[src/rtl/sub_bytes_if.sv]
// sub_bytes_if: column handshake bundle for the AES SubBytes stage.
// The inv lane-mode bit exists only when INV_SBOX_EN is defined.
interface sub_bytes_if #(
  parameter int NUM_BYTES = 4
);
  logic                   in_valid;
  logic [8*NUM_BYTES-1:0] in_data;
`ifdef INV_SBOX_EN
  logic                   inv;
`endif
  logic                   out_valid;
  logic [8*NUM_BYTES-1:0] out_data;

  modport master (
    output in_valid,
    output in_data,
`ifdef INV_SBOX_EN
    output inv,
`endif
    input  out_valid,
    input  out_data
  );

  modport slave (
    input  in_valid,
    input  in_data,
`ifdef INV_SBOX_EN
    input  inv,
`endif
    output out_valid,
    output out_data
  );
endinterface

[src/rtl/sub_bytes.sv]
// sub_bytes: registered AES S-box over NUM_BYTES independent lanes.
// Define INV_SBOX_EN to add the inverse S-box selected by bus.inv.
module sub_bytes #(
  parameter int NUM_BYTES = 4
) (
  input  logic        clk,
  input  logic        rst_n,
  sub_bytes_if.slave  bus
);

  localparam int W = 8 * NUM_BYTES;

  function automatic logic [7:0] rotl(
    input logic [7:0] v,
    input int         n
  );
    logic [15:0] d;
    d = {v, v} << n;
    return d[15:8];
  endfunction

  function automatic logic [7:0] gmul(
    input logic [7:0] a,
    input logic [7:0] b
  );
    logic [7:0] p;
    logic [7:0] x;
    logic [7:0] y;
    logic       hi;
    p = 8'h00;
    x = a;
    y = b;
    for (int i = 0; i < 8; i++) begin
      if (y[0]) p = p ^ x;
      hi = x[7];
      x  = {x[6:0], 1'b0};
      if (hi) x = x ^ 8'h1b;
      y  = {1'b0, y[7:1]};
    end
    return p;
  endfunction

  // x^254 is the field inverse and naturally maps 0 to 0
  function automatic logic [7:0] ginv(
    input logic [7:0] v
  );
    logic [7:0] r;
    logic [7:0] p;
    r = 8'h01;
    p = v;
    for (int i = 1; i < 8; i++) begin
      p = gmul(p, p);
      r = gmul(r, p);
    end
    return r;
  endfunction

  function automatic logic [7:0] fwd_box(
    input logic [7:0] v
  );
    logic [7:0] b;
    b = ginv(v);
    return b ^ rotl(b, 1) ^ rotl(b, 2)
             ^ rotl(b, 3) ^ rotl(b, 4) ^ 8'h63;
  endfunction

  function automatic logic [7:0] inv_box(
    input logic [7:0] v
  );
    logic [7:0] b;
    b = rotl(v, 1) ^ rotl(v, 3) ^ rotl(v, 6) ^ 8'h05;
    return ginv(b);
  endfunction

  function automatic logic [7:0] lane(
    input logic [7:0] v,
    input logic       inv
  );
    logic [7:0] r;
    unique case (1'b1)
      inv:     r = inv_box(v);
      default: r = fwd_box(v);
    endcase
    return r;
  endfunction

  logic         mode;
  logic [W-1:0] sub;
  logic         vld_q;
  logic [W-1:0] dat_q;

`ifdef INV_SBOX_EN
  assign mode = bus.inv;
`else
  assign mode = 1'b0;
`endif

  always_comb begin
    sub = '0;
    for (int i = 0; i < NUM_BYTES; i++) begin
      sub[8*i +: 8] = lane(bus.in_data[8*i +: 8], mode);
    end
  end

  always_ff @(posedge clk or negedge rst_n) begin
    if (!rst_n) begin
      vld_q <= 1'b0;
      dat_q <= '0;
    end else begin
      vld_q <= bus.in_valid;
      if (bus.in_valid) dat_q <= sub;
    end
  end

  assign bus.out_valid = vld_q;
  assign bus.out_data  = dat_q;

endmodule

[src/flat_wrapper.sv]
// flat-port wrapper written by rule: the top's interface ports become plain ports
module sub_bytes_flat 
#(
  parameter int NUM_BYTES = 4
)
  (clk, rst_n, bus_in_valid, bus_in_data, bus_out_valid, bus_out_data);
  sub_bytes_if #(.NUM_BYTES(NUM_BYTES)) bus_i ();
  input  logic clk;
  input  logic rst_n;
  input wire logic [$bits(bus_i.in_valid)-1:0] bus_in_valid;
  input wire logic [$bits(bus_i.in_data)-1:0] bus_in_data;
  output wire logic [$bits(bus_i.out_valid)-1:0] bus_out_valid;
  output wire logic [$bits(bus_i.out_data)-1:0] bus_out_data;
  assign bus_i.in_valid = bus_in_valid;
  assign bus_i.in_data = bus_in_data;
  assign bus_out_valid = bus_i.out_valid;
  assign bus_out_data = bus_i.out_data;
  sub_bytes #(.NUM_BYTES(NUM_BYTES)) u_core (.clk(clk), .rst_n(rst_n), .bus(bus_i));
endmodule
[config.mk]
export PLATFORM = sky130hd
export DESIGN_NAME = sub_bytes_flat
export DESIGN_NICKNAME = d
export VERILOG_FILES = /design/src/rtl/sub_bytes_if.sv /design/src/rtl/sub_bytes.sv /design/src/flat_wrapper.sv
export SDC_FILE = /design/constraint.sdc
export NUM_CORES = 2
export LEC_CHECK = 0
export ABC_CLOCK_PERIOD_IN_PS = 1000
export BUFFER_PORTS_ARGS = -buffer_cell sky130_fd_sc_hd__buf_4
export CAP_MARGIN = 10
export CORE_MARGIN = 2
export CORE_UTILIZATION = 60
export CTS_BUF_LIST = sky130_fd_sc_hd__clkbuf_4 sky130_fd_sc_hd__clkbuf_8
export DETAILED_ROUTE_END_ITERATION = 8
export PLACE_DENSITY = 0.84
export SYNTH_ARGS = -nofsm -noshare
export SYNTH_HDL_FRONTEND = slang
export SYNTH_SLANG_ARGS = --single-unit
[constraint.sdc]
create_clock -name clk -period 1 [get_ports clk]
set_input_delay 0.05 -clock clk [delete_from_list [all_inputs] [get_ports clk]]
set_output_delay 0.05 -clock clk [all_outputs]
set_load 0.1 [all_outputs]
==> results.md, run 1 <==
- Mean post-synth cell area: 7.41 sq um
- Ys Warns: 0
- Global route overflow: between 3000 and 4000
- Status: did not finish
- Syn Nets: roughly 8400
- GP Congestion: 1.04
- Library cells used by synthesis: 126
- Mapped Cells: approximately 8300
- Largest net degree at the start of global routing: 34
- Clock Sink Count: 33
- Post-synthesis mux area share: 0.0550
- H-tree depth reported by CTS: 2
- Top_reg_cell synth: dfrtp_1
- Buffers on Ports: 67
- Post-Synthesis Cell Area: approximately 62000 sq um
- Total Routing Usage GR: 0.888
- Simple-gate share of the synthesized area: 0.210
- DP HPWL: between 150 and 200 mm
- Global-route wire length before repair: between 700 and 800 mm
- Tool Error: [ERROR GRT-0116] Global routing finished with congestion. Check the congestion regions in the DRC Viewer.
- # rows: ~120
- Sequential area share after synthesis: 0.0134
- Die H: approximately 330 um
- Async SR Flop Fraction: 1.00
- Number of synthesized flops with an enable pin: 0
- Seq cells post-synth: 33
- Vias in the first global route: approximately 110k
- Dpl ws: -13.06 ns
- # IOs: 68
- CTS Buffer Depth: 2
- CTS buffer count: 5
- Die width: 325 um
- Synth Area in Compound Gates: 0.197
- Initial core utilization: 0.606
- Failing step: global routing (5_1_grt)
- Clock root buffer: clkbuf_8
- Largest family of logic cells by synthesized area: XOR/XNOR gates
- Post-synthesis xor/xnor area fraction: 0.468
- Synth Area in Adders: 0.00599
[cell usage after synthesis (25+ instances only)]
cell | number | area (sq um)
xnor2_1 | 1462 | 12800
nor2_1 | 1100 | 4130
nand2_1 | 870 | 3270
a21oi_1 | 458 | 2290
xor2_1 | 422 | 3700
clkbuf_1 | 383 | 1440
o21ai_0 | 356 | 1780
xnor3_1 | 332 | 7480
nor3_1 | 250 | 1250
mux2i_1 | 227 | 2270
nand3_1 | 206 | 1030
buf_2 | 154 | 771
o22ai_1 | 136 | 851
xnor2_2 | 101 | 1640
a31oi_1 | 98 | 613
a211oi_1 | 94 | 706
mux2_2 | 91 | 1020
inv_1 | 80 | 300
o211ai_1 | 78 | 586
a22oi_1 | 64 | 480
nor2b_1 | 59 | 369
and2_1 | 58 | 363
or3_1 | 58 | 363
nand2b_1 | 48 | 300
nand4_1 | 48 | 300
o31ai_1 | 48 | 360
xor3_1 | 47 | 1120
buf_1 | 46 | 173
o21ai_1 | 45 | 225
and3_1 | 41 | 257
nor4_1 | 40 | 250
o221ai_1 | 35 | 307
xor2_2 | 34 | 553
dfrtp_1 | 33 | 826
a221oi_1 | 32 | 280
a32oi_1 | 31 | 272
buf_4 | 29 | 218
ha_1 | 28 | 350
xnor2_4 | 28 | 771
a21o_1 | 25 | 188
[timing repair]
action / CTS
gates resized for setup: 1023
buffers inserted: 385
hold buffers: 2
setup endpoints to repair: 61
cloned: 2
pin swaps: 533
endpoints found under the hold margin: 34
[logic make-up after synthesis]
kind of cell / after synthesis
adder cells (fa/ha/maj): 30
AND/OR/NAND/NOR: 2925
XOR/XNOR: 2462
buffers and inverters: 731
multiplexers: 325
flip-flops: 33
AO/OA/AOI/OAI: 1841
[layer usage]
metal | track usage | overflow
met2 | 1.05 | 2219
met1 | 0.828 | 82
met3 | 0.746 | 58
met4 | 0.982 | 998
met5 | 0.615 | 8
[through the flow]
step	cells	hold slack [ns]	utilization	instance area [sq um]
global placement	11600	0.00217	0.815	83100
detailed placement	11600	0.0104	0.815	83100
floorplan	8347	-0.246	-	64800
CTS	12000	0.114	0.896	91500
==> run 2: changes to the inputs <==
Settings changed: CORE_UTILIZATION 60 to 40, CTS_BUF_LIST sky130_fd_sc_hd__clkbuf_4 sky130_fd_sc_hd__clkbuf_8 to default, PLACE_DENSITY 0.84 to default, PLACE_DENSITY_LB_ADDON from default to 0.15.
==> run 2 against run 1 <==
  * The flow now finishes, with violations (negative setup slack)
  * Synthesized area unchanged
  * Synthesized cell count unchanged
==> results.md, run 2 <==
- Worst Path Required: between 1 and 1.5 ns
- Synth top area cells: xnor2_1, xnor3_1, nor2_1
- CP Class: in -> reg
- Ys Warns: 0 (unchanged)
- Final ANT Viol Nets: 0
- Hold Startpoint: bus_in_valid
- Buffers on Ports: 67 (unchanged)
- Capture point of the worst reg-to-reg path: u_core.bus.out_data[1]
- Largest family of logic cells by synthesized area: XOR/XNOR gates
- Post-Synthesis Cell Area: 61900 sq um (unchanged)
- Worst r2r src: u_core.bus.out_data[1]
- Initial antenna violation count: 0
- Commonest non-fill, non-tap cell in the layout: buf_4
- Final period util: 12.9
- FF-to-FF setup slack: roughly 0.08 ns
- Simple-gate share of the synthesized area: 0.210 (unchanged)
- Dominant cell type by area after synthesis: xnor2_1
- DP HPWL: 172 mm (-12%)
- Status: complete, but fails checks
- Most frequent cells in the layout: buf_4, xnor2_1, nor2_1, nand2_1, a21oi_1
- CTS tree: yes
- Commonest cells post-synth: xnor2_1, nor2_1, nand2_1, a21oi_1, xor2_1
- Number of synthesized flops with an enable pin: 0 (unchanged)
- Mean post-synth cell area: 7.41 sq um (unchanged)
- Arr. time, crit path: ~13 ns
- Die width: 397 um (+22%)
- Final setup viols: 39
- Post-synth top area share: 0.207 (unchanged)
- Synth Area in Adders: 0.00599 (unchanged)
- CP max stage delay: 0.51 ns
- DR DRC count: 0
- Syn Nets: 8410 (unchanged)
- # IOs: 68 (unchanged)
- Layout overhead on the synthesized area: 50.5%
- Async SR Flop Fraction: 1.00 (unchanged)
- Die area: ~160000 sq um
- Share of cells above drive strength 1: 0.408
- DRT iter0 DRCs: about 5200
- Synth Area in Compound Gates: 0.197 (unchanged)
- Pre-Repair DR Iteration Count: 8
- Worst min path class: in -> reg
- CP max FO: 16
- Top_reg_cell synth: dfrtp_1
- Setup ws final: -11.88 ns
- Die H: 397 um (+22%)
- CTS buffer count: 5 (unchanged)
- Worst setup EP type: flip-flop
- Sequential area share after synthesis: 0.0134 (unchanged)
- Max reg flops: 32
- Hold Path Sink: u_core.bus.out_data[7]
- Vias: just under 70000
- Dpl ws: -12.42 ns (+0.643 ns)
- Clock skew: 0 ns
- Fmax: 0.0776 GHz
- Reg2reg path depth: 1
- Global-route wire length before repair: 361 mm
- Minimum clock period: 12.88 ns
- Design area: ~93000 sq um
- Mapped Cells: 8347 (unchanged)
- Max cap viols: 0
- Initial core utilization: 0.402 (-0.204)
- Clock Sink Count: 33 (unchanged)
- Largest net degree at the start of global routing: 34
- Global route overflow: 0
- Clock root buffer: clkbuf_16
- Final hold vios: 0
- RSZ-0062 raised after global routing: yes
- Vias in the first global route: approximately 69000
- Area after DPL: 85100 sq um (+2.4%)
- CTS Buffer Depth: 2 (unchanged)
- Hold path depth: 2
- H-tree depth reported by CTS: 2 (unchanged)
- Clock Pin Slew Worst Setup and Hold Paths: 0.05 ns
- Slowest CP cell: xnor3_2
- Final Max Tran Viols: 0
- Seq cells post-synth: 33 (unchanged)
- Most common cell in the netlist: xnor2_1
- Slew headroom: 0.505
- Core area: 154000 sq um
- Vias per cell: about 5.5
- Library cells used by synthesis: 126 (unchanged)
- Routed wire length: around 220 mm
- Violated checks: negative setup slack
- Post-synthesis xor/xnor area fraction: 0.468 (unchanged)
- Layout Nets: roughly 11000
- Crit path launch type: input pin
- GP Congestion: 0.932 (-10%)
- Crit-path most repeated cell: buf_4
- Total Routing Usage GR: 0.271
- Worst-Skew Late Latency: between 0.2 and 0.3 ns
- DR WL/cell: 17.5 um
- Post-synthesis mux area share: 0.0550 (unchanged)
- Transition time of the tightest slew-check pin: ~0.74 ns
- Antenna diodes: 0
- # rows: 144 (+23%)
## run 2: cell counts after synthesis
No cell type changed its count.
## run 2: cell type report
class                   instances  area (sq um)
repair buffers               2952         23600
flip-flops and latches         33           836
fillers                     13700         60700
clock buffers                   5           125
clock inverters                 3          17.5
multi-input cells            7583         65500
inverters                     109           440
well taps                    2044          2560
## run 2: worst max path at each step
stage / end / start
floorplan: u_core.bus.out_data[11] / bus_in_data[15]
global placement: u_core.bus.out_data[9] / bus_in_data[15]
detailed placement: u_core.bus.out_data[14] / bus_in_data[8]
CTS: u_core.bus.out_data[12] / bus_in_data[15]
global route: u_core.bus.out_data[10] / bus_in_data[15]
finish: u_core.bus.out_data[15] / bus_in_data[15]
## run 2: metal layers
metal | routed length, um | GRT usage
met5 | 0 | 0
met4 | 3880 | 0.0457
met3 | 8980 | 0.00967
met2 | 109000 | 0.479
met1 | 100000 | 0.370
## run 2: kinds of logic after synthesis
logic type / after synthesis
and+or+nand+nor: 2925
xor gates and xnor gates: 2462
AOI/OAI and AO/OA: 1841
buffers and inverters: 731
muxes: 325
DFF: 33
adders and majority gates: 30
## run 2: critical path, delay by kind of cell
family                   cells  cell delay, ns
AND/OR/NAND/NOR             17            4.31
XOR/XNOR                    12            3.25
buffers and inverters       15            2.11
AO/OA/AOI/OAI               10            1.89
multiplexers                 4            1.16
adder cells (fa/ha/maj)      1            0.22
## run 2: per-stage QoR
stage	setup TNS [ns]	util	cells	hold WS (ns)
after detailed placement	-392.57	0.553	12400	0.0358
after floorplan	-380.29	-	8347	-0.246
final	-372.10	0.605	12700	0.127
after global routing	-389.58	0.605	12700	0.122
after global placement	-388.39	0.553	12400	0.0361
after CTS	-368.66	0.583	12600	0.118
## run 2: what timing repair did
item,CTS,global route
hold endpoints to repair,33,0
endpoints found under the setup margin,47,48
hold buffers,1,0
resized for setup,551,503
setup buffers,207,103
pin swaps,305,265
cloned,1,0
Power of run 2 is left out: the tool's default activity adds up to more than one toggle a clock period on the data nets, which glitch-free logic cannot reach.
